File: config.mk
export PLATFORM = sky130hd
export DESIGN_NAME = calc2_dispatch_sched
export DESIGN_NICKNAME = d
export VERILOG_FILES = /design/src/rtl/calc2_dispatch_sched.sv
export SDC_FILE = /design/constraint.sdc
export NUM_CORES = 2
export LEC_CHECK = 0
export CAP_MARGIN = 0
export CORE_ASPECT_RATIO = 1.1
export CORE_MARGIN = 2
export CORE_UTILIZATION = 30
export CTS_CLUSTER_SIZE = 24
export DETAILED_ROUTE_END_ITERATION = 8
export PLACE_DENSITY_LB_ADDON = 0.2
export SLEW_MARGIN = 20
export SYNTH_ARGS = -nofsm -noshare
export SYNTH_HDL_FRONTEND = slang
export SYNTH_SLANG_ARGS = --single-unit
File: constraint.sdc
create_clock -name ifClk -period 107.6 [get_ports ifClk]
set_input_delay 16.14 -clock ifClk [delete_from_list [all_inputs] [get_ports ifClk]]
set_output_delay 16.14 -clock ifClk [all_outputs]
set_load 0.01 [all_outputs]
File: src/rtl/calc2_dispatch_sched.sv
// calc2_dispatch_sched: captures two-cycle requests per port, round-robins them onto one ALU, routes tagged completions back
module calc2_dispatch_sched #(
  parameter int DEPTH = 4,
  parameter int DW = 32
) (
  input  logic          ifClk,
  input  logic          ifRst,
  input  logic [3:0]    ifReq1_cmd_in,
  input  logic [3:0]    ifReq2_cmd_in,
  input  logic [3:0]    ifReq3_cmd_in,
  input  logic [3:0]    ifReq4_cmd_in,
  input  logic [DW-1:0] ifReq1_data_in,
  input  logic [DW-1:0] ifReq2_data_in,
  input  logic [DW-1:0] ifReq3_data_in,
  input  logic [DW-1:0] ifReq4_data_in,
  input  logic [1:0]    ifReq1_tag_in,
  input  logic [1:0]    ifReq2_tag_in,
  input  logic [1:0]    ifReq3_tag_in,
  input  logic [1:0]    ifReq4_tag_in,
  output logic [1:0]    ifResp1_out,
  output logic [1:0]    ifResp2_out,
  output logic [1:0]    ifResp3_out,
  output logic [1:0]    ifResp4_out,
  output logic [DW-1:0] ifData1_out,
  output logic [DW-1:0] ifData2_out,
  output logic [DW-1:0] ifData3_out,
  output logic [DW-1:0] ifData4_out,
  output logic [1:0]    ifTag1_out,
  output logic [1:0]    ifTag2_out,
  output logic [1:0]    ifTag3_out,
  output logic [1:0]    ifTag4_out,
  output logic          alu_valid,
  input  logic          alu_ready,
  output logic [3:0]    alu_cmd,
  output logic [DW-1:0] alu_op1,
  output logic [DW-1:0] alu_op2,
  output logic [3:0]    alu_id,
  input  logic          alu_done,
  input  logic [3:0]    alu_done_id,
  input  logic [1:0]    alu_resp,
  input  logic [DW-1:0] alu_result,
  output logic [3:0]    err_tag,
  output logic          err_spurious
);
  localparam int AW = (DEPTH > 1) ? $clog2(DEPTH) : 1;
  localparam int CW = $clog2(DEPTH + 1);
  typedef enum logic {IDLE, OP2} cap_e;
  typedef struct packed {
    logic [3:0]    cmd;
    logic [DW-1:0] op1;
    logic [DW-1:0] op2;
    logic [1:0]    tag;
  } ent_t;
  logic [3:0]    cmd_in [4];
  logic [DW-1:0] data_in [4];
  logic [1:0]    tag_in [4];
  cap_e          st_q [4], st_d [4];
  ent_t          lat_q [4], lat_d [4];
  ent_t          mem_q [4][DEPTH], mem_d [4][DEPTH];
  logic [AW-1:0] rd_q [4], rd_d [4], wr_q [4], wr_d [4];
  logic [CW-1:0] cnt_q [4], cnt_d [4];
  logic [1:0]    resp_q [4], resp_d [4], tago_q [4], tago_d [4];
  logic [DW-1:0] dat_q [4], dat_d [4];
  logic [15:0]   inf_q, inf_d, clr, set;
  logic          v_q, v_d, espur_q, espur_d, fire, hit, found;
  ent_t          iss_q, iss_d;
  logic [1:0]    port_q, port_d, rr_q, rr_d, ptr, sel;
  logic [3:0]    etag_q, etag_d, push, pop;
  assign cmd_in  = '{ifReq1_cmd_in, ifReq2_cmd_in, ifReq3_cmd_in, ifReq4_cmd_in};
  assign data_in = '{ifReq1_data_in, ifReq2_data_in, ifReq3_data_in, ifReq4_data_in};
  assign tag_in  = '{ifReq1_tag_in, ifReq2_tag_in, ifReq3_tag_in, ifReq4_tag_in};
  // capture, queue push/pop, in-flight tracking, round-robin issue and completion routing
  always_comb begin
    st_d = st_q;
    lat_d = lat_q;
    mem_d = mem_q;
    rd_d = rd_q;
    wr_d = wr_q;
    iss_d = iss_q;
    port_d = port_q;
    rr_d = rr_q;
    etag_d = etag_q;
    push = '0;
    pop = '0;
    set = '0;
    found = 1'b0;
    sel = '0;
    fire = v_q && alu_ready;
    hit = alu_done && inf_q[alu_done_id];
    clr = hit ? (16'd1 << alu_done_id) : 16'd0;
    espur_d = espur_q | (alu_done && !inf_q[alu_done_id]);
    for (int p = 0; p < 4; p++) begin
      resp_d[p] = (hit && alu_done_id[3:2] == 2'(p)) ? alu_resp : '0;
      dat_d[p] = (hit && alu_done_id[3:2] == 2'(p)) ? alu_result : '0;
      tago_d[p] = (hit && alu_done_id[3:2] == 2'(p)) ? alu_done_id[1:0] : '0;
      if (st_q[p] == IDLE) begin
        if (cmd_in[p] != '0) begin
          st_d[p] = OP2;
          lat_d[p].cmd = cmd_in[p];
          lat_d[p].op1 = data_in[p];
          lat_d[p].tag = tag_in[p];
        end
      end else begin
        st_d[p] = IDLE;
        if (inf_q[{2'(p), lat_q[p].tag}] && !clr[{2'(p), lat_q[p].tag}]) etag_d[p] = 1'b1;
        else begin
          push[p] = 1'b1;
          set[{2'(p), lat_q[p].tag}] = 1'b1;
          mem_d[p][wr_q[p]] = lat_q[p];
          mem_d[p][wr_q[p]].op2 = data_in[p];
          wr_d[p] = (wr_q[p] == AW'(DEPTH - 1)) ? '0 : wr_q[p] + AW'(1);
        end
      end
    end
    if (fire) begin
      pop[port_q] = 1'b1;
      rd_d[port_q] = (rd_q[port_q] == AW'(DEPTH - 1)) ? '0 : rd_q[port_q] + AW'(1);
      rr_d = port_q + 2'd1;
    end
    for (int p = 0; p < 4; p++) cnt_d[p] = cnt_q[p] + CW'(push[p]) - CW'(pop[p]);
    ptr = fire ? port_q + 2'd1 : rr_q;
    for (int k = 0; k < 4; k++)
      if (!found && cnt_q[ptr + 2'(k)] > CW'(pop[ptr + 2'(k)])) begin
        found = 1'b1;
        sel = ptr + 2'(k);
      end
    v_d = (!v_q || fire) ? found : v_q;
    if ((!v_q || fire) && found) begin
      iss_d = mem_q[sel][rd_d[sel]];
      port_d = sel;
    end
    inf_d = (inf_q & ~clr) | set;
  end
  // state registers with asynchronous clear
  always_ff @(posedge ifClk or posedge ifRst)
    if (ifRst) begin
      for (int p = 0; p < 4; p++) begin
        st_q[p] <= IDLE;
        lat_q[p] <= '0;
        rd_q[p] <= '0;
        wr_q[p] <= '0;
        cnt_q[p] <= '0;
        resp_q[p] <= '0;
        tago_q[p] <= '0;
        dat_q[p] <= '0;
        for (int d = 0; d < DEPTH; d++) mem_q[p][d] <= '0;
      end
      inf_q <= '0;
      v_q <= 1'b0;
      iss_q <= '0;
      port_q <= '0;
      rr_q <= '0;
      etag_q <= '0;
      espur_q <= 1'b0;
    end else begin
      st_q <= st_d;
      lat_q <= lat_d;
      mem_q <= mem_d;
      rd_q <= rd_d;
      wr_q <= wr_d;
      cnt_q <= cnt_d;
      resp_q <= resp_d;
      tago_q <= tago_d;
      dat_q <= dat_d;
      inf_q <= inf_d;
      v_q <= v_d;
      iss_q <= iss_d;
      port_q <= port_d;
      rr_q <= rr_d;
      etag_q <= etag_d;
      espur_q <= espur_d;
    end
  assign alu_valid = v_q;
  assign alu_cmd = iss_q.cmd;
  assign alu_op1 = iss_q.op1;
  assign alu_op2 = iss_q.op2;
  assign alu_id = {port_q, iss_q.tag};
  assign err_tag = etag_q;
  assign err_spurious = espur_q;
  assign ifResp1_out = resp_q[0];
  assign ifResp2_out = resp_q[1];
  assign ifResp3_out = resp_q[2];
  assign ifResp4_out = resp_q[3];
  assign ifData1_out = dat_q[0];
  assign ifData2_out = dat_q[1];
  assign ifData3_out = dat_q[2];
  assign ifData4_out = dat_q[3];
  assign ifTag1_out = tago_q[0];
  assign ifTag2_out = tago_q[1];
  assign ifTag3_out = tago_q[2];
  assign ifTag4_out = tago_q[3];
endmodule

Word-level counts from Yosys, hierarchy flattened

Cells that the tools add are included.
W data, S select, Z words.

Register bits: 1544
Output and inout bits: 222

Add/sub/neg operators: 17
Order comparisons: 35
Equality and inequality tests: 8
Shift-type cells: 1
Multiplexer cells: 140
Bitwise logic cells: 26
Reductions and logical operators: 52

Operators by type and width:

| operator             | count |
|---|---|
| $bwmux W280          | 8 |
| $demux W70 S2        | 8 |
| $bmux W280 S2        | 1 |
| $mux W280            | 2 |
| $mux W70             | 6 |
| $bmux W70 S2         | 1 |
| $mux W34             | 4 |
| $mux W32             | 4 |
| $mux W16             | 7 |
| $mux W2              | 23 |
| $mux W1              | 38 |
| $ge A3 B3 Y1 const B | 11 |
| $not A2 Y3           | 11 |
| $or A16 B16 Y16      | 2 |
| $logic_and A1 B1 Y1  | 25 |
| $bmux W1 S2          | 12 |
| $bmux W3 S2          | 4 |
| $mux W3              | 8 |
| $reduce_and A2 Y1    | 12 |
| $and A16 B16 Y16     | 1 |
| $not A16 Y16         | 1 |
| $or A16 B12 Y16      | 1 |
| $or A16 B8 Y16       | 1 |
| $reduce_bool A4 Y1   | 4 |
| other kinds (28)     | 84 |

Logic depth before layout (Yosys ltp)

Depth in word-level cells: 26
Depth in mapped cells: 22
Gate-level depth less buffers: 17

Least setup slack after synthesis

No wires, ideal clock.

Path type: input-to-reg
Start: input alu_ready
End: register iss_q (netlist bit alu_op2[23])
Setup time: 0.124 ns
Data arrival time: 19.579 ns
Data required time: 107.476 ns
Path slack: 87.897 ns
Cell stages on the path: 19
Buffers on the path: 3
Path through: a21bo_2 -> and2_1 -> buf_4 -> inv_2 -> mux2i_1 -> nand2_1 -> nand2_1 -> ha_1 -> nor2_1 -> or2_2 -> o32a_1 -> o311ai_4 -> mux2_4 -> mux2i_2 -> buf_6 -> buf_2 -> mux2_2 -> o22ai_2 -> nor2_1

Cells in the longest elaborated chain, start to end: 25
Elaborated cells between the ends (all ways): 62
Those cells by class: 3 x add/sub; 4 x order compare; 40 x mux; 6 x bitwise; 9 x reduce/logical

Ends and longest elaborated chain:

| what                                                  | line | source |
|---|---|---|
| start, declared                                       | 33   | `input logic alu_ready,` |
| $logic_and A1 B1 Y1 (*)                               | 88   | `fire = v_q && alu_ready;` |
| $mux W2 (*)                                           | 121  | `ptr = fire ? port_q + 2'd1 : rr_q;` |
| via ptr[0]                                            | 67   | `logic [1:0] port_q, port_d, rr_q, rr_d, ptr, sel;` |
| branches (longest 23 deep; another with $gt A3 B1 Y1) | -    |  |
| end signal, assigned                                  | 167  | `iss_q <= iss_d;` |
| end, declared                                         | 66   | `ent_t iss_q, iss_d;` |

Mark *: on every way through the listed nets, which the timed path passes. The select of a mux whose other input is x is not followed.
A chain may end at the register's enable or synchronous reset.

Final worst setup path

Start: input alu_ready
End: register iss_q (netlist bit alu_op1[17])

Same word-level chain as after synthesis.

==> results.md <==
- Area growth from synthesis to layout: 19.5%
- Die width: 454 um
- Pwr/cell area: 36.4 nW/um^2
- TritonCTS buffer count: 172
- First-pass GRT wire length: 311,000 um
- Multiplexer share of the synthesized area: 0.281
- Synth area leader: dfrtp_1
- Final hold violations: 0
- Total GRT Usage: 0.185
- Core ar.: 221,000 sq um
- Area of the multi-input gates: 26,800 sq um
- Vias/cell: 5.09
- CP Max Fanout: 52
- Worst setup EP type: register
- Area contributors post-synth: dfrtp_1 58%, mux2_2 22%, mux4_2 5.3%
- Netlist Area Pre-Place: 66,900 sq um
- Routed vias: 41,500
- Initial Utilization: 0.302
- Final period util: 0.206
- Top cell type's share of synthesized area: 0.577
- Hold_buf cts: 0
- Largest family of logic cells by synthesized area: multiplexers
- Nets: 5,306
- Fmax: 0.0451 GHz
- Avg WL per Cell: 25.9 um
- Slew HR: 0.258
- Syn_nets: 4,970
- Min Clock Period, post-route: 22.19 ns
- Synth warn: 0
- Leakage: 33.8 nW
- Place WS: 84.63 ns
- Worst-path clk slew: 0.06 ns
- Number of synthesized register bits: 1,544
- PostCTS Resize Cnt: 0
- DIE AREA: 227,000 sq um
- Worst slew pin tran: 1.11 ns
- Post-route cell area: 80,000 sq um
- Chip Height: 499 um
- Vias in the first global route: 44,000
- # fillers: 21,400
- Cell with the most instances after synthesis: dfrtp_1
- Final setup margin: 85.41 ns
- # rows: 181
- Placed inst area: 74,100 sq um
- Worst min-delay path class: reg2reg
- DRT iter0 DRCs: 2,502
- Final setup vio count: 0
- Startpoint types: input port
- Max-slew violation count: 0
- Unrepaired setup endpoints after global routing: no
- DRC: 0
- EDFF count, synth: 0
- Clock sink count: 1,544
- XOR/XNOR Fraction of Synth Area: 0.00236
- Post-Route Utilization: 0.361
- Worst EP arrival: 22.92 ns
- Crit Path Category: in2reg
- Critical path required time: 108.33 ns
- Post-synthesis compound-gate area fraction: 0.0665
- Synthesized area per cell: 14.1 sq um
- Share of cells above drive strength 1: 0.373
- Final ANT Viol Nets: 0
- WL final: 211,000 um
- H-tree Lvls: 4
- Sequential cell area: 38,600 sq um
- Clk buf depth: 3
- Max_cap viols: 0
- Pwr Total: 2.91 mW
- Outcome: completed
- Synth async-reset ratio: 1.00
- Most common library cells after synthesis: 1,544 x dfrtp_1, 1,335 x mux2_2, 338 x nand2_1, 275 x a21oi_1, 157 x mux4_2
- Root Driver: clkbuf_16
- Drt first pass iters: 5
- Post-Synth Adder-Cell Area: 0.00737
- GRT Residual Overflow: 0
- Final setup TNS: 0 ns
- Largest net degree at the start of global routing: 175
- Seq/Total Area, Yosys: 0.577
- Clock tree from TritonCTS: done
- Synth Flop Type: dfrtp_1
- Global placement routability congestion: 0.773
- Worst-Skew Late Latency: 0.84 ns
- Antenna violations before repair: 19
- I/O Buffers: 415
- Max rail drop VDD: 0.0000577 V
- I/O pin total: 416
- Post-Syn Instances: 4,739
- Post-DP HPWL: 122,000 um
- Synth unique cells: 66
- Worst Skew: 0.0366 ns
- Synth Area in Simple Gates: 0.0412
- Post-CTS setup repair buffer count: 0
## metrics by stage
step	cells	hold slack [ns]
floorplan	4739	0.445
global placement	7827	0.459
detailed placement	7827	0.465
CTS	8137	0.479
global route	8141	0.492
finish	8145	0.476
## report_power, final
part | switching, mW | internal, mW | total, mW
combinational | 0.685 | 0.627 | 1.31
clock | 0.252 | 0.350 | 0.602
sequential | 0.160 | 0.838 | 0.997
## per-layer routing
metal / part of all wire / global-route usage
met1: 0.46 / 0.254
met2: 0.48 / 0.302
met3: 0.042 / 0.0312
met4: 0.025 / 0.0526
met5: 0.00031 / 0
## logic make-up (layout without fill, tap and decap cells)
logic type / count (synthesis) / in the layout
AND/OR/NAND/NOR: 608 / 608
buffers and inverters: 380 / 852
adder cells (fa/ha/maj): 37 / 37
other: 0 / 6
multiplexers: 1511 / 1511
AO/OA/AOI/OAI: 641 / 641
flip-flops: 1544 / 1544
XOR/XNOR: 18 / 18
## cells in the final DEF, fill, tap and decap left out, types with 7 or more instances in the layout
master	synthesis	final
dfrtp_1	1544	1544
mux2_2	1335	1335
clkdlybuf4s50_1	0	415
nand2_1	338	322
a21oi_1	275	275
clkbuf_16	0	174
mux4_2	157	157
and2_1	146	145
nor2_1	87	83
a211oi_1	75	75
a22oi_1	66	66
buf_4	10	66
o21ai_0	52	52
inv_1	48	47
clkbuf_1	143	47
o22ai_1	41	41
a221oi_1	40	40
clkbuf_8	0	34
ha_1	33	33
o22ai_2	31	31
a221oi_2	30	30
clkinv_2	0	23
xnor2_1	17	17
nand2_4	0	16
mux2i_1	16	16
bufinv_16	0	11
buf_12	0	9
nor4_1	7	7
## layout make-up
class | count | area share
inverters | 50 | 0.00247
clock buffers | 255 | 0.0625
well taps | 2928 | 0.0458
clock inverters | 55 | 0.00973
repair buffers | 492 | 0.0609
flip-flops and latches | 1544 | 0.483
multi-input cells | 2815 | 0.335
diodes | 6 | 0.000188
## flip-flops by register name, summed over array words and instances, names as in the netlist, 4 cells and up
signal       cells
ifData4_out     32
st_q             4
mem_q         1120
err_tag          4
ifData3_out     32
lat_q          152
alu_op1         32
alu_op2         32
ifData1_out     32
wr_q             8
alu_cmd          4
ifData2_out     32
inf_q           16
cnt_q           12
rd_q             8
## worst paths after layout
path | from | to | slack, ns | cells after the start
setup / recovery | alu_ready | alu_op1[17]$_DFFE_PP0P_ | 85.41 | 19
hold reg to reg | err_tag[0]$_DFFE_PP0P_ | err_tag[0]$_DFFE_PP0P_ | 0.48 | 1
min in group asynchronous | ifRst | ifData2_out[22]$_DFF_PP0_ | 15.88 | 2
setup reg to reg | port_q[0]$_DFFE_PP0P_ | alu_op1[17]$_DFFE_PP0P_ | 100.29 | 17
hold / removal | err_tag[0]$_DFFE_PP0P_ | err_tag[0]$_DFFE_PP0P_ | 0.48 | 1
max in group asynchronous | ifRst | mem_q[332]$_DFFE_PP0P_ | 86.29 | 8
## worst max-delay path: stages
cell and delay (ns):
clkdlybuf4s50_1 0.63, a21bo_2 0.21, and2_1 0.46, inv_2 0.15, mux2i_1 0.22, nand2_1 0.08
nand2_1 0.08, ha_1 0.24, nor2_1 0.24, or2_2 0.17, o22ai_1 0.17, a211oi_2 0.53
a21o_4 0.68, a211oi_1 0.29, o21ai_4 0.62, buf_4 0.76, buf_4 0.85, o22ai_1 0.18
nor2_1 0.15
Power figures use the tool's default switching activity.
